File: config.mk
export PLATFORM = sky130hd
export DESIGN_NAME = cpu_sequencer
export DESIGN_NICKNAME = d
export VERILOG_FILES = /design/src/rtl/cpu_pkg.sv /design/src/rtl/cpu_sequencer.sv
export SDC_FILE = /design/constraint.sdc
export NUM_CORES = 1
export LEC_CHECK = 0
export CAP_MARGIN = 20
export CORE_AREA = 3 3 40 42
export DETAILED_ROUTE_END_ITERATION = 12
export DIE_AREA = 0 0 43 45
export GPL_TIMING_DRIVEN = 0
export HOLD_SLACK_MARGIN = 0.03
export PLACE_DENSITY_LB_ADDON = 0.08
export RECOVER_POWER = 50
export SKIP_LAST_GASP = 1
export SLEW_MARGIN = 30
export SYNTH_ARGS = -nofsm -noshare
export SYNTH_HDL_FRONTEND = slang
export SYNTH_SLANG_ARGS = --single-unit
File: constraint.sdc
create_clock -name clock -period 1.7 [get_ports clock]
set_input_delay 0.51 -clock clock [delete_from_list [all_inputs] [get_ports clock]]
set_output_delay 0.51 -clock clock [all_outputs]
set_load 0.1 [all_outputs]
File: src/rtl/cpu_pkg.sv
// Shared control-path types for the basic processor: opcodes, sequencer
// states and default word/opcode widths.
package cpu_pkg;

  localparam int CPU_WORD_W = 8;
  localparam int CPU_OP_W   = 3;

  typedef enum logic [2:0] {
    OP_LOAD  = 3'b000,
    OP_STORE = 3'b001,
    OP_ADD   = 3'b010,
    OP_SUB   = 3'b011,
    OP_BNE   = 3'b100,
    OP_NOP5  = 3'b101,
    OP_NOP6  = 3'b110,
    OP_HALT  = 3'b111
  } opcode_t;

  typedef enum logic [2:0] {
    FETCH0  = 3'd0,
    FETCH1  = 3'd1,
    DECODE  = 3'd2,
    EXEC_RD = 3'd3,
    EXEC_WR = 3'd4,
    BRANCH  = 3'd5,
    HALT    = 3'd6,
    PAUSE   = 3'd7
  } state_t;

  // Unassigned opcodes retire straight out of DECODE.
  function automatic logic is_nop(input opcode_t o);
    return (o == OP_NOP5) || (o == OP_NOP6);
  endfunction

endpackage

File: src/rtl/cpu_sequencer.sv
// Multi-cycle fetch/decode/execute sequencer driving the sysbus strobes.
// Define SINGLE_STEP_EN to add the step input and the PAUSE state.
module cpu_sequencer
  import cpu_pkg::*;
#(
  parameter int WORD_W = CPU_WORD_W,
  parameter int OP_W   = CPU_OP_W
) (
  input  logic            clock,
  input  logic            n_reset,
  input  logic [OP_W-1:0] op,
  input  logic            z_flag,
  input  logic            mem_ready,
`ifdef SINGLE_STEP_EN
  input  logic            step,
`endif
  output logic            PC_bus,
  output logic            Addr_bus,
  output logic            MDR_bus,
  output logic            ACC_bus,
  output logic            load_PC,
  output logic            INC_PC,
  output logic            load_IR,
  output logic            load_ACC,
  output logic            load_MAR,
  output logic            load_MDR,
  output logic            ALU_add,
  output logic            ALU_sub,
  output logic            CS,
  output logic            R_NW,
  output logic            instr_done,
  output logic            halted
);

  if (OP_W != 3 || WORD_W <= OP_W) begin : g_bad_params
    $fatal(1, "cpu_sequencer: unsupported WORD_W/OP_W combination");
  end

  state_t  state;
  opcode_t opc;

  assign opc = opcode_t'(op);

`ifdef SINGLE_STEP_EN
  localparam state_t RETIRE_STATE = PAUSE;

  logic step_d;
  logic step_rise_r;

  // Registered rising-edge detect on step; a held-high step yields one pulse.
  always_ff @(posedge clock or negedge n_reset) begin
    if (!n_reset) begin
      step_d      <= 1'b0;
      step_rise_r <= 1'b0;
    end else begin
      step_d      <= step;
      step_rise_r <= step & ~step_d;
    end
  end
`else
  localparam state_t RETIRE_STATE = FETCH0;
`endif

  // Sequencer state register; memory states hold until mem_ready.
  always_ff @(posedge clock or negedge n_reset) begin
    if (!n_reset) begin
      state <= FETCH0;
    end else begin
      case (state)
        FETCH0:  state <= FETCH1;
        FETCH1:  state <= mem_ready ? DECODE : FETCH1;
        DECODE: begin
          case (opc)
            OP_LOAD, OP_ADD, OP_SUB: state <= EXEC_RD;
            OP_STORE:                state <= EXEC_WR;
            OP_BNE:                  state <= BRANCH;
            OP_HALT:                 state <= HALT;
            default:                 state <= RETIRE_STATE;
          endcase
        end
        EXEC_RD: state <= mem_ready ? RETIRE_STATE : EXEC_RD;
        EXEC_WR: state <= mem_ready ? RETIRE_STATE : EXEC_WR;
        BRANCH:  state <= RETIRE_STATE;
        HALT:    state <= HALT;
`ifdef SINGLE_STEP_EN
        PAUSE:   state <= step_rise_r ? FETCH0 : PAUSE;
`endif
        default: state <= FETCH0;
      endcase
    end
  end

  // Strobe decode; gated by n_reset so every strobe drops the instant reset asserts.
  always_comb begin
    PC_bus     = 1'b0;
    Addr_bus   = 1'b0;
    MDR_bus    = 1'b0;
    ACC_bus    = 1'b0;
    load_PC    = 1'b0;
    INC_PC     = 1'b0;
    load_IR    = 1'b0;
    load_ACC   = 1'b0;
    load_MAR   = 1'b0;
    load_MDR   = 1'b0;
    ALU_add    = 1'b0;
    ALU_sub    = 1'b0;
    CS         = 1'b0;
    R_NW       = 1'b1;
    instr_done = 1'b0;
    halted     = 1'b0;
    if (n_reset) begin
      case (state)
        FETCH0: begin
          PC_bus   = 1'b1;
          load_MAR = 1'b1;
          INC_PC   = 1'b1;
        end
        FETCH1: begin
          CS      = 1'b1;
          MDR_bus = 1'b1;
          load_IR = 1'b1;
        end
        DECODE: begin
          Addr_bus   = 1'b1;
          load_MAR   = 1'b1;
          instr_done = is_nop(opc);
        end
        EXEC_RD: begin
          CS         = 1'b1;
          MDR_bus    = 1'b1;
          load_ACC   = mem_ready;
          ALU_add    = mem_ready && (opc == OP_ADD);
          ALU_sub    = mem_ready && (opc == OP_SUB);
          instr_done = mem_ready;
        end
        EXEC_WR: begin
          ACC_bus    = 1'b1;
          load_MDR   = 1'b1;
          CS         = 1'b1;
          R_NW       = 1'b0;
          instr_done = mem_ready;
        end
        BRANCH: begin
          Addr_bus   = ~z_flag;
          load_PC    = ~z_flag;
          instr_done = 1'b1;
        end
        HALT:    halted = 1'b1;
        default: halted = 1'b0;
      endcase
    end else begin
      R_NW = 1'b1;
    end
  end

endmodule

==> run summary, run 1 <==
CTS Hold Buffers Added - 0
crit path max fanout - 4
HPWL reported at the end of detailed placement - 763.6 um
final WL - 1537 um
first-pass GRT wire length - 2152 um
RSZ-0062 raised after global routing - true
startpoint types - register
antenna violations before repair - 0
Chip Width - 43 um
final instance area - 1105 um^2
MaxCap Viol Count - 0
via count - 487
status - finished with violations
Vias/cell - 4.683
total track usage - 14.94%
DR pass1 iterations - 2
Max IR drop VDD - 0.0008070 V
Power Dens Cells - 1413 nW/um^2
Final Setup Violations - 16
largest net degree at the start of global routing - 9
Worst EP required - 1.19 ns
Syn Area/Cell - 7.763 um^2
total grt overflow - 0
clk sinks - 3
most common cell after layout, fill and taps aside - buf_12
largest cells by area after synthesis - dfrtp_1, nor2_1, nor3_2, a211oi_1, buf_4
final net count - 97
layout cells sized above 1 - 69.66%
die area - 1935 um^2
number of global-route vias before repair - 475
failing checks - negative setup slack
Core ar. - 1285 um^2
most frequent cells in the layout - buf_12, buf_6, buf_4, nor2_4, nor2_1
Final Skew - 0.002835 ns
Synth Cell Area - 380.4 um^2
routability congestion estimate - 0.7546
number of flip-flops in the largest register - 3
sequential fraction of the synthesis area - 19.74%
Root Driver - clkbuf_4
Hold Crit Class - in -> async
LEAKAGE - 0.0004678 uW
area grow syn2layout - 190.5%
number of warnings issued by yosys - 0
CTS clk-pin slew, worst paths - 0.04 ns
htree depth - 1
Final Non-Filler Cells - 104
Max-slew headroom - 81.40%
number of synthesized register bits - 3
Final min period - 2.101 ns
post-synth net total - 56
routed len/inst - 14.78 um
Power Total - 1561 uW
DRC - 0
Yosys top cell by area - dfrtp_1
Rows - 13
Fmax - 475.9 MHz
Cells after Synth - 49
chip height - 45 um
I/O pins - 23
largest registers - state: 3 flops
IO Port Bufs - 21
Initial Utilization - 29.60%
share of the synthesized area in the top cell type - 19.74%
Placed Area - 737.0 um^2
final worst-path cycle share - 123.6%
Top reg by flops - state
Final Max Tran Viols - 0
Longest Clk Path Bufs - 2
final setup TNS - -4.181 ns
DRT iter0 DRCs - 8
Least-Margin Pin Slew - 0.2782 ns
crit path capture type - output pin
synth unique cells - 26
CTS Buf Count - 3
ant diodes - 0
Post-Place Cells - 85
WP data arrival - 1.59 ns
worst skew pair latency - 0.23 ns
Critical Setup Path Class - reg -> out
setup ws final - -0.4014 ns
WHS - 0.07636 ns
Final Hold Fails - 0
Final ANT Viol Nets - 0
CTS tree - yes
-- area by class of cell --
cell class	count	area (um^2)
tap	15	18.77
inverter	4	15.01
timing repair buffer	38	553.0
buffer	4	53.80
clock buffer	4	26.28
multi-input combinational	36	361.6
fill	62	180.2
sequential	3	76.32
-- critical path, cell delays in order, from the launching register on --
cell and delay, ns:
dfrtp_2 0.44, and4b_1 0.30, nand4b_1 0.24, nor2_4 0.20, buf_12 0.18
-- logic make-up after synthesis --
logic type / Yosys count / share of synthesized area, %
simple gates: 25 / 40.80
buf+inv: 10 / 17.10
compound gates: 8 / 15.13
flops: 3 / 19.74
xor+xnor: 2 / 4.606
mux: 1 / 2.632
-- repair_timing --
| action | in CTS | in global routing |
|---|---|---|
| endpoints found under the setup margin | 16 | 16 |
| buffers inserted | 11 | 7 |
| pin swaps | 6 | 10 |
| resized for setup | 158 | 15 |
-- power by group --
part / switching [uW] / total (uW) / internal [uW]
combinational: 752 / 1320 / 571
clock: 38.1 / 126 / 88.0
sequential: 14.6 / 112 / 97.1
-- routing by layer --
layer | part of all wire, % | track usage [%] | wire length [um] | vias to the layer above
met5 | 0 | 0 | 0 | -
met1 | 37 | 18.20 | 572 | 226
met2 | 58 | 26.35 | 895 | 14
met4 | 0 | 3.614 | 0 | 0
li1 | - | - | - | 247
met3 | 4.5 | 3.984 | 69 | 0
-- worst paths after layout --
kind                               startpoint                 end  slack (ns)  cells after the start
setup / recovery           state[2]$_DFF_PN0_             ALU_add       -0.40                      4
hold / removal                        n_reset  state[1]$_DFF_PN0_        0.08                      1
setup reg to reg           state[1]$_DFF_PN0_  state[0]$_DFF_PN0_        0.59                      5
hold reg to reg            state[2]$_DFF_PN0_  state[0]$_DFF_PN0_        0.64                      2
max in group asynchronous             n_reset  state[2]$_DFF_PN0_        1.48                      1
min in group clock                  mem_ready  state[0]$_DFF_PN0_        0.56                      2
-- cells in the mapped netlist, drive strengths merged --
master / count
a21oi: 1
nand2b: 2
or2: 1
nor3: 5
a22o: 1
and2: 1
nor2: 10
o21bai: 1
buf: 6
nor3b: 1
xnor2: 2
o32ai: 1
or2b: 2
and4b: 1
dfrtp: 3
nand4b: 1
inv: 4
nand2: 1
mux2i: 1
o21ai: 1
a211oi: 3
-- stage by stage --
step,utilization [%],setup slack [ns]
floorplan,-,-1.590
global placement,57.35,-1.983
detailed placement,57.35,-1.980
CTS,78.09,-0.4446
global route,85.98,-0.4722
finish,85.98,-0.4014
No activity file was read; power rests on OpenSTA's default activity.
==> run 2: changes to the inputs <==
- ABC_AREA: default -> 0
- CAP_MARGIN: 20 -> default
- GPL_ROUTABILITY_DRIVEN: default -> 0
==> results of run 2 <==
Same layout as run 1: the final DEF is identical, and so are final timing and power.
